--- config.mk ---
export PLATFORM = sky130hd
export DESIGN_NAME = pong_game_ctrl
export DESIGN_NICKNAME = d
export VERILOG_FILES = /design/src/rtl/pong_game_ctrl.sv
export SDC_FILE = /design/constraint.sdc
export NUM_CORES = 1
export LEC_CHECK = 0
export ABC_AREA = 0
export ABC_CLOCK_PERIOD_IN_PS = 2500
export CORE_MARGIN = 4
export CORE_UTILIZATION = 40
export CTS_CLUSTER_DIAMETER = 200
export DETAILED_ROUTE_END_ITERATION = 7
export GPL_TIMING_DRIVEN = 0
export PLACE_DENSITY = 0.82
export SLEW_MARGIN = 20
export SYNTH_ARGS = -nofsm -noshare
export SYNTH_HDL_FRONTEND = slang
export SYNTH_SLANG_ARGS = --single-unit
export TNS_END_PERCENT = 1
--- constraint.sdc ---
create_clock -name i_clk -period 2.5 [get_ports i_clk]
set_input_delay 0.5 -clock i_clk [delete_from_list [all_inputs] [get_ports i_clk]]
set_output_delay 0.5 -clock i_clk [all_outputs]
set_load 0.05 [all_outputs]
--- src/rtl/pong_game_ctrl.sv ---
// Pong game sequencer: serve/play/miss/over flow, paddle contact, score and lives.
// Drives endgame/animate levels and serve/bounce pulses for the ball and paddle.
module pong_game_ctrl #(
  parameter int LIVES        = 3,
  parameter int SERVE_FRAMES = 60,
  parameter int OVER_FRAMES  = 120,
  parameter int SCORE_W      = 10,
  parameter int D_HEIGHT     = 480
) (
  input  logic               i_clk,
  input  logic               i_rst_n,
  input  logic               i_ani_stb,
  input  logic               i_btn_active,
  input  logic [11:0]        i_ball_x1,
  input  logic [11:0]        i_ball_x2,
  input  logic [11:0]        i_ball_y2,
  input  logic [11:0]        i_pad_x1,
  input  logic [11:0]        i_pad_x2,
  input  logic [11:0]        i_pad_y1,
  output logic               o_endgame,
  output logic               o_animate,
  output logic               o_serve,
  output logic               o_bounce,
  output logic [SCORE_W-1:0] o_score,
  output logic [3:0]         o_lives,
  output logic [2:0]         o_state
);

  localparam int MAXF = (SERVE_FRAMES > OVER_FRAMES) ?
                        SERVE_FRAMES : OVER_FRAMES;
  localparam int TW = $clog2(MAXF + 1);
  localparam logic [TW-1:0] SERVE_LAST = TW'(SERVE_FRAMES - 1);
  localparam logic [TW-1:0] OVER_LAST  = TW'(OVER_FRAMES - 1);
  localparam logic [11:0] MISS_LINE = 12'(D_HEIGHT - 1);
  localparam logic [SCORE_W-1:0] SCORE_MAX = {SCORE_W{1'b1}};

  typedef enum logic [2:0] {
    IDLE  = 3'd0,
    SERVE = 3'd1,
    PLAY  = 3'd2,
    MISS  = 3'd3,
    OVER  = 3'd4
  } state_e;

  state_e              state_q, state_d;
  logic [TW-1:0]       timer_q, timer_d;
  logic                lock_q, lock_d;
  logic                btn_q;
  logic [SCORE_W-1:0]  score_q, score_d;
  logic [3:0]          lives_q, lives_d;
  logic                serve_q, serve_d;
  logic                bounce_q, bounce_d;
  logic                endgame_q, animate_q;
  logic                start;
  logic                hit;
  logic                miss;

  assign start = i_btn_active & ~btn_q;

  assign hit = (i_ball_y2 >= i_pad_y1) &
               (i_ball_x2 >= i_pad_x1) &
               (i_ball_x1 <= i_pad_x2) & ~lock_q;

  assign miss = (i_ball_y2 >= MISS_LINE) & ~hit;

  always_comb begin
    state_d  = state_q;
    timer_d  = timer_q;
    lock_d   = lock_q;
    score_d  = score_q;
    lives_d  = lives_q;
    serve_d  = 1'b0;
    bounce_d = 1'b0;
    unique case (state_q)
      IDLE: begin
        if (start) begin
          lives_d = 4'(LIVES);
          score_d = '0;
          timer_d = '0;
          state_d = SERVE;
        end
      end
      SERVE: begin
        if (i_ani_stb) begin
          if (timer_q == SERVE_LAST) begin
            state_d = PLAY;
            serve_d = 1'b1;
            timer_d = '0;
            lock_d  = 1'b0;
          end else begin
            timer_d = timer_q + TW'(1);
          end
        end
      end
      PLAY: begin
        if (i_ani_stb) begin
          if (i_ball_y2 < i_pad_y1) lock_d = 1'b0;
          // hit has priority; miss already excludes it
          if (hit) begin
            bounce_d = 1'b1;
            lock_d   = 1'b1;
            if (score_q != SCORE_MAX) score_d = score_q + 1'b1;
          end else if (miss) begin
            if (lives_q != 4'd0) lives_d = lives_q - 4'd1;
            state_d = MISS;
          end
        end
      end
      MISS: begin
        if (i_ani_stb) begin
          timer_d = '0;
          state_d = (lives_q == 4'd0) ? OVER : SERVE;
        end
      end
      OVER: begin
        if (i_ani_stb) begin
          if (timer_q == OVER_LAST) begin
            state_d = IDLE;
            timer_d = '0;
          end else begin
            timer_d = timer_q + TW'(1);
          end
        end
      end
      default: begin
        state_d = IDLE;
        timer_d = '0;
      end
    endcase
  end

  always_ff @(posedge i_clk or negedge i_rst_n) begin
    if (!i_rst_n) begin
      state_q   <= IDLE;
      timer_q   <= '0;
      lock_q    <= 1'b0;
      btn_q     <= 1'b0;
      score_q   <= '0;
      lives_q   <= 4'(LIVES);
      serve_q   <= 1'b0;
      bounce_q  <= 1'b0;
      endgame_q <= 1'b1;
      animate_q <= 1'b0;
    end else begin
      state_q   <= state_d;
      timer_q   <= timer_d;
      lock_q    <= lock_d;
      btn_q     <= i_btn_active;
      score_q   <= score_d;
      lives_q   <= lives_d;
      serve_q   <= serve_d;
      bounce_q  <= bounce_d;
      endgame_q <= (state_d == IDLE) | (state_d == MISS) |
                   (state_d == OVER);
      animate_q <= (state_d == PLAY);
    end
  end

  assign o_endgame = endgame_q;
  assign o_animate = animate_q;
  assign o_serve   = serve_q;
  assign o_bounce  = bounce_q;
  assign o_score   = score_q;
  assign o_lives   = lives_q;
  assign o_state   = state_q;

endmodule

==> metrics.txt, run 1 <==
Hold Violations, Final 0; Yosys warning count 0; total global-route track usage 0.1711; FF+latch count, synth 30; Worst path slowest cell clkdlybuf4s50_1; vias per cell 5.436; mapped cell area 2670 µm²; WL/cell 15.39 µm; Setup Skew 4.674 ps; Synth Flop Type dfrtp_1; first-pass GRT wire length 11650 µm; Clock Sinks 30; Max Slew Vio Count 0; die area 8046 µm²; DP Cell Count 491; Top Layer Used met4; critical path class input port to flop; Sequential Area 754.5 µm²; Worst Path Required 2710 ps; metal3 WL 498 µm; clk buf depth 2; RePlAce Congestion 0.7947; I/O Buffers 95; Finished Core Util 0.6893; CP cell instances clkdlybuf4s50_1 > ha_4 > nand4_1 > or3_4 > o31ai_4 > o221ai_4 > buf_6 > a21oi_4 > mux2i_1; TritonRoute pass-1 iters 4; global route overflow 0; post-synthesis async set-or-reset flop share 1.000; I/O pin cnt 97; pwr/cell area 404.9 nW/µm²; clock slew at reported path FFs 60 ps; area leader, netlist dfrtp_1; Post-synth EDFFs 0; CTS tree yes; status finished, final reports clean; Die Wd 89.70 µm; WL final 7834 µm; initial antenna violation count 0; most frequent cell after synthesis inv_1; Synth top area share 0.2530; CP endpoint kind flop; 1st-iter DRT viols 91; worst skew pair latency 280 ps; sequential-to-total area share from yosys stat 0.2826; Avg Cell Area, Syn 8.370 µm²; Worst Path Arrival 2690 ps; commonest cells in the netlist 41 x inv_1, 40 x ha_1, 28 x nand2_1; Die Ht 89.70 µm; post-synth cell types 56; met2 wire len 4045 µm; hpwl dp 5688 µm; syn nets 435; fin crit share 0.9905; area of the multi-input gates 2168 µm²; Buf/Inv on CP 2; vias 2767; H-Tree Level Count 2; Hold Path Class input port to asynchronous set/reset pin; DR DRC count 0; Min Clock Period, post-route 2476 ps; worst rel slew slack 0.5445; leak pwr 2.164 nW; final non-filler cell total 509; CP max FO 5; largest net degree at the start of global routing 31; ranking of synthesized cells by area dfrtp_1 25%, ha_1 19%, inv_1 5.8%; hold_buf cts 0; Final setup viols 0; peak supply drop 0.2629 mV; Root Buffer clkbuf_8; vias in the first global route 2721; Worst path max stage delay 460 ps; row count 29; nets 547; # fillers 498; ANT cells 0; fmax 403.8 MHz; Worst Tran Pin Value 683.2 ps; share of cells above drive strength 1 0.2431; post-route ant nets 0; crit start category input port; detailed-routing wirelength on met1 3056 µm; Syn Inst Count 319; area delta synth->final 65.79%; Core Area 6422 µm²; max-cap violations 0; CTS Buf Count 5; Initial Utilization 0.4157; Worst path top cell family by delay buffers and inverters
[final cells by class]
| cell class | count | share of cell area |
|---|---|---|
| inverters | 41 | 0.03477 |
| multi-input cells | 241 | 0.4898 |
| repair buffers | 105 | 0.2510 |
| flip-flops and latches | 30 | 0.1704 |
| clock buffers | 7 | 0.01950 |
| well taps | 77 | 0.02176 |
| clock inverters | 1 | 0.001131 |
| plain buffers | 7 | 0.01159 |
[path summary, 6_finish.rpt]
kind / startpoint / end / slack [ps] / cells after the start
hold reg to reg: timer_q[5] / timer_q[5] / 510 / 1
min in group i_clk: i_ani_stb / o_serve / 510 / 3
hold / removal: i_rst_n / o_lives[3] / 260 / 1
max in group asynchronous: i_rst_n / o_score[2] / 1800 / 1
setup / recovery: i_ball_x1[5] / o_score[6] / 20 / 9
setup reg to reg: o_state[1] / o_score[7] / 420 / 8
[what timing repair did]
item	4_1_cts	5_1_grt
cloned	1	0
pin swaps	9	30
gates resized for setup	20	85
hold endpoints to repair	0	0
buffers inserted	2	7
setup endpoints to repair	13	15
[metal layers]
layer	track usage	vias up
met5	0	-
met4	0.05492	0
met3	0.04925	22
met2	0.3277	77
met1	0.1781	1311
li1	-	1357
[power by group]
| group | internal, mW | switching (mW) | leakage (nW) |
|---|---|---|---|
| logic | 0.368 | 0.403 | 1.72 |
| registers | 0.549 | 0.0715 | 0.392 |
| clock network | 0.222 | 0.180 | 0.0482 |
| total | 1.14 | 0.654 | 2.16 |
[layout by cell type, fill, tap and decap left out, drive strengths merged, types with 2 or more instances in the layout]
master	count
a211oi	3
a21o	4
a21oi	28
a22oi	2
a31oi	2
and3	4
buf	16
clkbuf	9
clkdlybuf4s50	61
dfrtp	27
dfstp	3
dlymetal6s2s	33
ha	40
inv	41
mux2	2
mux2i	7
nand2	31
nand2b	7
nand3	14
nand4	8
nor2	19
nor2b	6
nor3	15
nor3b	4
o21ai	17
o31ai	3
o41ai	2
or2	3
or3	2
[state kept, by name, indices dropped and copies added (netlist names)]
signal     count
btn_q          1
lock_q         1
o_animate      1
o_bounce       1
o_endgame      1
o_lives        4
o_score       10
o_serve        1
o_state        3
timer_q        7
[cells by family (layout without fill, tap and decap cells)]
kind of cell / after synthesis / after routing / synth area share
buf+inv: 48 / 161 / 0.07545
flops: 30 / 30 / 0.2826
compound gates: 71 / 71 / 0.1799
mux: 9 / 9 / 0.03608
fa+ha+maj: 40 / 40 / 0.1874
simple gates: 121 / 121 / 0.2385
[through the flow]
stage / setup TNS [ps] / cell area (µm²) / power (mW) / worst slack [ps] / hold slack, ps
final: 0 / 4427 / 1.792 / 23.74 / 255.1
after global routing: -36.51 / 4427 / 1.910 / -33.75 / 307.9
after CTS: -4.986 / 3955 / 1.727 / -4.596 / 271.4
after detailed placement: -6440 / 3712 / 1.286 / -455.7 / 501.6
after global placement: -5801 / 3717 / 1.257 / -429.0 / 484.6
after floorplan: 0 / 2670 / 1.025 / 268.3 / 204.4
(Power assumes the default switching activity.)
==> run 2: changes to the inputs <==
--- a/config.mk
+++ b/config.mk
@@ -7,12 +7,14 @@
 export LEC_CHECK = 0
 export ABC_AREA = 0
 export ABC_CLOCK_PERIOD_IN_PS = 2500
+export CELL_PAD_IN_SITES_DETAIL_PLACEMENT = 0
+export CELL_PAD_IN_SITES_GLOBAL_PLACEMENT = 1
 export CORE_MARGIN = 4
-export CORE_UTILIZATION = 40
+export CORE_UTILIZATION = 33
 export CTS_CLUSTER_DIAMETER = 200
 export DETAILED_ROUTE_END_ITERATION = 7
 export GPL_TIMING_DRIVEN = 0
-export PLACE_DENSITY = 0.82
+export PLACE_DENSITY = 0.91
 export SLEW_MARGIN = 20
 export SYNTH_ARGS = -nofsm -noshare
 export SYNTH_HDL_FRONTEND = slang
==> metrics.txt, run 2 (same netlist as run 1, synthesis figures left out) <==
vias in the first global route 2689 (-1.2%); most frequent cells in the layout 46 x dlymetal6s2s_1, 46 x clkdlybuf4s50_1, 27 x nand2_1, 27 x dfrtp_1; row count 32 (+10%); I/O pin cnt 97 (unchanged); DR DRC count 0 (unchanged); Core Area 7807 µm² (+22%); hpwl dp 5755 µm (+1.2%); Pwr Total 1.891 mW (+5.5%); Sequential Power Share 0.326 (-0.020); worst skew pair latency 290 ps (about the same); Die Wd 97.95 µm (+9.2%); TritonRoute pass-1 iters 4 (unchanged); Worst Path Required 2720 ps (about the same); CP max FO 5 (unchanged); clock slew at reported path FFs 70 ps (about the same); crit start category input port; final non-filler cell total 537 (+5.5%); DP Cell Count 516 (+5.1%); PnR worst setup slack 53.41 ps (+29.68 ps); CP cell instances clkdlybuf4s50_1 > inv_1 > ha_1 > a21oi_1 > nor3_2 > nor3_2 > a21oi_2 > o221ai_4 > buf_6 > a211oi_4 > mux2i_1; WL final 8179 µm (+4.4%); most frequent CP cell nor3_2; 1st-iter DRT viols 87 (-4.4%); RePlAce Congestion 0.7985 (+0.48%); nets 548 (+0.18%); H-Tree Level Count 2 (unchanged); Clock Sinks 30 (unchanged); Worst path slowest cell clkdlybuf4s50_1; total global-route track usage 0.1493 (-0.02171); Clock Power Share 0.275 (+0.051); share of cells above drive strength 1 0.2471 (+0.004058); Min Clock Period, post-route 2447 ps (-29.68 ps); global route overflow 0 (unchanged); WL/cell 15.23 µm (-1.0%); Worst path max stage delay 480 ps (+20 ps); NetSw 0.6581 mW (+0.63%); area delta synth->final 67.43%; Final setup viols 0 (unchanged); combinational fraction of design power 0.400 (-0.030); Int Power 1.233 mW (+8.3%); Hold Violations, Final 0 (unchanged); status finished, final reports clean; Die Ht 97.95 µm (+9.2%); worst rel slew slack 0.5471 (+0.002614); initial antenna violation count 2 (+2); Worst Path Arrival 2670 ps (-20 ps); hold_buf cts 0 (unchanged); pre-CTS setup slack -458.6 ps (-2.873 ps); vias per cell 5.160 (-5.1%); Setup Skew 8.832 ps (+4.159 ps); Largest register FFs 10 (unchanged); peak supply drop 0.2023 mV (-23%); Root Buffer clkbuf_8; CTS tree yes; leak pwr 2.289 nW (+5.8%); r2r setup slk 430 ps (about the same); Worst Tran Pin Value 679.3 ps (-3.922 ps); unrepaired setup endpoints after global routing yes; Max Slew Vio Count 0 (unchanged); CTS Buf Count 5 (unchanged); die area 9594 µm² (+19%); critical path class input port to flop; switch share 0.3480 (-0.01686); max-cap violations 0 (unchanged); # fillers 689 (+38%); CP endpoint kind flop; largest net degree at the start of global routing 31 (unchanged); fmax 408.7 MHz (+1.2%); vias 2771 (+0.14%); post-route ant nets 0 (unchanged); fin crit share 0.9786 (-0.01187); clk buf depth 2 (unchanged); I/O Buffers 95 (unchanged); pwr/cell area 423.0 nW/µm² (+4.5%); Initial Utilization 0.3420 (-0.07375); Hold Path Class input port to asynchronous set/reset pin; first-pass GRT wire length 12050 µm (+3.4%)
[run 2: cell types whose count changed in the layout (fill, tap and decap cells not counted), moves of 2 or more]
cell,previous run,this run
clkdlybuf4s50_1,61,46
inv_2,14,20
ha_1,16,19
inv_1,27,21
a21oi_4,3,0
a21oi_1,15,18
dlygate4sd2_1,0,2
diode_2,0,2
ha_4,24,21
dlymetal6s2s_1,33,46
[run 2: area by class of cell]
cell class / count / area, µm² / share of cell area
inverters: 41 / 153.9 / 0.03442
multi-input cells: 241 / 2110 / 0.4719
diodes: 2 / 5.005 / 0.001120
well taps: 102 / 127.6 / 0.02855
repair buffers: 106 / 1152 / 0.2578
flip-flops and latches: 30 / 754.5 / 0.1688
plain buffers: 7 / 51.30 / 0.01147
clock inverters: 1 / 30.03 / 0.006717
clock buffers: 7 / 86.33 / 0.01931
[run 2: worst paths after layout]
check	startpoint	end	depth (start not counted)
max	i_pad_x1[5]	o_score[8]	11
min	i_rst_n	o_state[2]	1
max reg2reg	o_state[1]	o_score[8]	8
min reg2reg	timer_q[5]	timer_q[5]	1
max in group asynchronous	i_rst_n	o_score[0]	1
min in group i_clk	timer_q[5]	timer_q[5]	1
[run 2: timing repair]
| action | in CTS | in global routing |
|---|---|---|
| setup endpoints to repair | 13 | 16 |
| setup buffers | 7 | 3 |
| gates cloned | 0 | 1 |
| gates resized for setup | 19 | 102 |
| pin swaps | 11 | 31 |
[run 2: per-stage QoR]
| stage | setup TNS, ps | util | cell area, µm² | hold slack, ps |
|---|---|---|---|---|
| floorplan | 0 | - | 2670 | 204.4 |
| global placement | -5633 | 0.4801 | 3749 | 487.2 |
| detailed placement | -6183 | 0.4795 | 3744 | 499.4 |
| CTS | -3.214 | 0.5160 | 4029 | 264.9 |
| global route | -391.1 | 0.5726 | 4471 | 295.1 |
| finish | 0 | 0.5726 | 4471 | 244.3 |
[run 2: critical path: cells and delay by family]
family	cells	cell delay [ps]
adders and majority gates	1	290
buffers and inverters	3	700
muxes	1	190
and+or+nand+nor	2	240
AOI/OAI and AO/OA	4	740
[run 2: power groups by stage]
stage | clock [mW] | sequential (mW) | combinational [mW]
4_1_cts | 0.531 | 0.616 | 0.694
3_3_place_gp | 0 | 0.623 | 0.642
3_5_place_dp | 0 | 0.624 | 0.655
5_1_grt | 0.550 | 0.630 | 0.848
6_report | 0.520 | 0.616 | 0.755
2_1_floorplan | 0 | 0.664 | 0.361
[run 2: routing by layer]
layer  share of wire  up-vias  track usage
met1            0.40     1320       0.1761
li1                -     1362            -
met5               0        -            0
met4           0.025        0      0.03940
met2            0.52       70       0.2670
met3           0.055       19      0.04000
==> run 3: changes to the inputs <==
--- a/config.mk
+++ b/config.mk
@@ -13,8 +13,10 @@
 export CORE_UTILIZATION = 33
 export CTS_CLUSTER_DIAMETER = 200
 export DETAILED_ROUTE_END_ITERATION = 7
+export GPL_ROUTABILITY_DRIVEN = 1
 export GPL_TIMING_DRIVEN = 0
 export PLACE_DENSITY = 0.91
+export SETUP_SLACK_MARGIN = 0.3
 export SLEW_MARGIN = 20
 export SYNTH_ARGS = -nofsm -noshare
 export SYNTH_HDL_FRONTEND = slang
==> metrics.txt, run 3 (same netlist as run 1, synthesis figures left out) <==
status finished, final reports clean; unrepaired setup endpoints after global routing yes; Buf/Inv on CP 1 (-2); CTS tree yes; Final setup viols 0 (unchanged); hpwl dp 5625 µm (-2.3%); M1 GR Usage 0.1755 (-0.0005946); ANT cells 0 (-2); Hold Path Class input port to asynchronous set/reset pin; Worst Path Arrival 1680 ps (-990 ps); CP cell instances clkdlybuf4s50_1; pwr/cell area 413.4 nW/µm² (-2.3%); critical path class flop to output pin; vias per cell 5.053 (-2.1%); Largest register FFs 10 (unchanged); peak supply drop 0.1873 mV (-7.5%); area of the multi-input gates 2227 µm² (+5.6%); Worst Setup EP o_state[2]; Worst Path Required 2000 ps (-720 ps); Worst path slowest cell clkdlybuf4s50_1; Die Ht 97.95 µm (unchanged); CTS Buf Count 5 (unchanged); vias 2754 (-0.61%); busiest grt layer met2; Root Buffer clkbuf_8; fin crit share 0.8717 (-0.1069); final non-filler cell total 545 (+1.5%); I/O pin cnt 97 (unchanged); WL final 7832 µm (-4.2%); Worst path max stage delay 870 ps (+390 ps); Worst Tran Pin Value 713.9 ps (+34.62 ps); nets 558 (+1.8%); vias in the first global route 2817 (+4.8%); area delta synth->final 63.87%; Setup Skew 4.308 ps (-4.525 ps); # fillers 713 (+3.5%); total stage count of the critical path 1 (-10); clock slew at reported path FFs 70 ps (about the same); Worst setup startpoint o_state[2]; Hold Violations, Final 0 (unchanged); most frequent cells in the layout 32 x dlygate4sd2_1, 27 x dfrtp_1, 27 x clkbuf_2; Max Slew Vio Count 0 (unchanged); leak pwr 1.984 nW (-13%); Clock Sinks 30 (unchanged); commonest non-fill, non-tap cell in the layout dlygate4sd2_1; Pwr Total 1.809 mW (-4.3%); I/O Buffers 95 (unchanged); max-cap violations 0 (unchanged); 1st-iter DRT viols 41 (-53%); Die Wd 97.95 µm (unchanged); total global-route track usage 0.1581 (+0.008738); Placed Area 3766 µm² (+0.60%); Final Hold Slack 251.4 ps (+7.115 ps); die area 9594 µm² (unchanged); worst rel slew slack 0.5190 (-0.02811); row count 32 (unchanged); WL/cell 14.37 µm (-5.6%); initial antenna violation count 0 (-2); met3 Use GR 0.04214 (+0.002143); share of cells above drive strength 1 0.3747 (+0.1276); RePlAce Congestion 0.7736 (-3.1%); Sequential Area 754.5 µm² (unchanged); largest net degree at the start of global routing 31 (unchanged); Worst R2R End o_score[0]; Min Clock Period, post-route 2179 ps (-267.3 ps); Finished Core Util 0.5604 (-0.01218); DP Cell Count 516 (unchanged); fmax 458.9 MHz (+12%); worst skew pair latency 280 ps (about the same); Initial Utilization 0.3420 (unchanged); clk buf depth 2 (unchanged); post-route ant nets 0 (unchanged); M2 GR Usage 0.2927 (+0.02565); Core Area 7807 µm² (unchanged); Worst path top cell family by delay buffers and inverters; r2r setup slk 430 ps (about the same); H-Tree Level Count 2 (unchanged); crit start category flop; first-pass GRT wire length 12700 µm (+5.4%); DR DRC count 0 (unchanged); r2r worst-path depth 7 (-1); global route overflow 0 (unchanged); TritonRoute pass-1 iters 4 (unchanged); CP endpoint kind output pin; fin area 4375 µm² (-2.1%); CP max FO 9 (+4); RR Startpoint o_state[0]
==> run 3: cell count changes in the layout (fill, tap and decap cells not counted), moves of 6 or more <==
cell	delta
clkbuf_2	+27
a21oi_1	-7
ha_1	-6
inv_1	-6
dlymetal6s2s_1	-45
clkdlybuf4s15_1	+10
buf_4	+9
clkdlybuf4s50_1	-25
dlygate4sd2_1	+30
==> run 3: what timing repair did <==
action                                  4_1_cts  5_1_grt
endpoints found under the setup margin       19       20
gates resized for setup                     163       75
pin swaps                                    51       42
hold buffers                                  0        0
buffers inserted                              9       11
cloned                                        1        0
==> run 3: cell type report <==
type                            count  share of cell area
Buffer                              7             0.01172
Clock buffer                        7             0.01973
Clock inverter                      1            0.001144
Inverter                           41             0.03574
Multi-Input combinational cell    241              0.5090
Sequential cell                    30              0.1724
Tap cell                          102             0.02917
Timing Repair Buffer              116              0.2210
==> run 3: report_power, final <==
part	internal (mW)	total [mW]	leakage [nW]	switching, mW
Clock	0.222	0.403	0.0482	0.181
Combinational	0.375	0.788	1.54	0.413
Sequential	0.548	0.618	0.392	0.0698
==> run 3: metrics by stage <==
step	setup slack (ps)	setup TNS, ps
2_1_floorplan	291.8	0
3_3_place_gp	-434.0	-6127
3_5_place_dp	-448.2	-6555
4_1_cts	291.7	0
5_1_grt	227.3	0
6_report	320.7	0
==> run 3: how the worst min path moves through the flow <==
stage                    start         end  slack (ps)  depth (start not counted)
floorplan              i_rst_n       btn_q         200                          0
global placement    timer_q[5]  timer_q[5]         490                          1
detailed placement  o_lives[3]  o_lives[3]         500                          1
CTS                    i_rst_n  o_score[8]         270                          1
global route           i_rst_n  o_score[6]         300                          1
finish                 i_rst_n  o_score[8]         250                          1
==> run 3: metal layers <==
metal | share of wire | vias to the layer above
met5 | 0 | -
met4 | 0.019 | 0
met3 | 0.072 | 14
met2 | 0.52 | 91
met1 | 0.39 | 1276
li1 | - | 1373
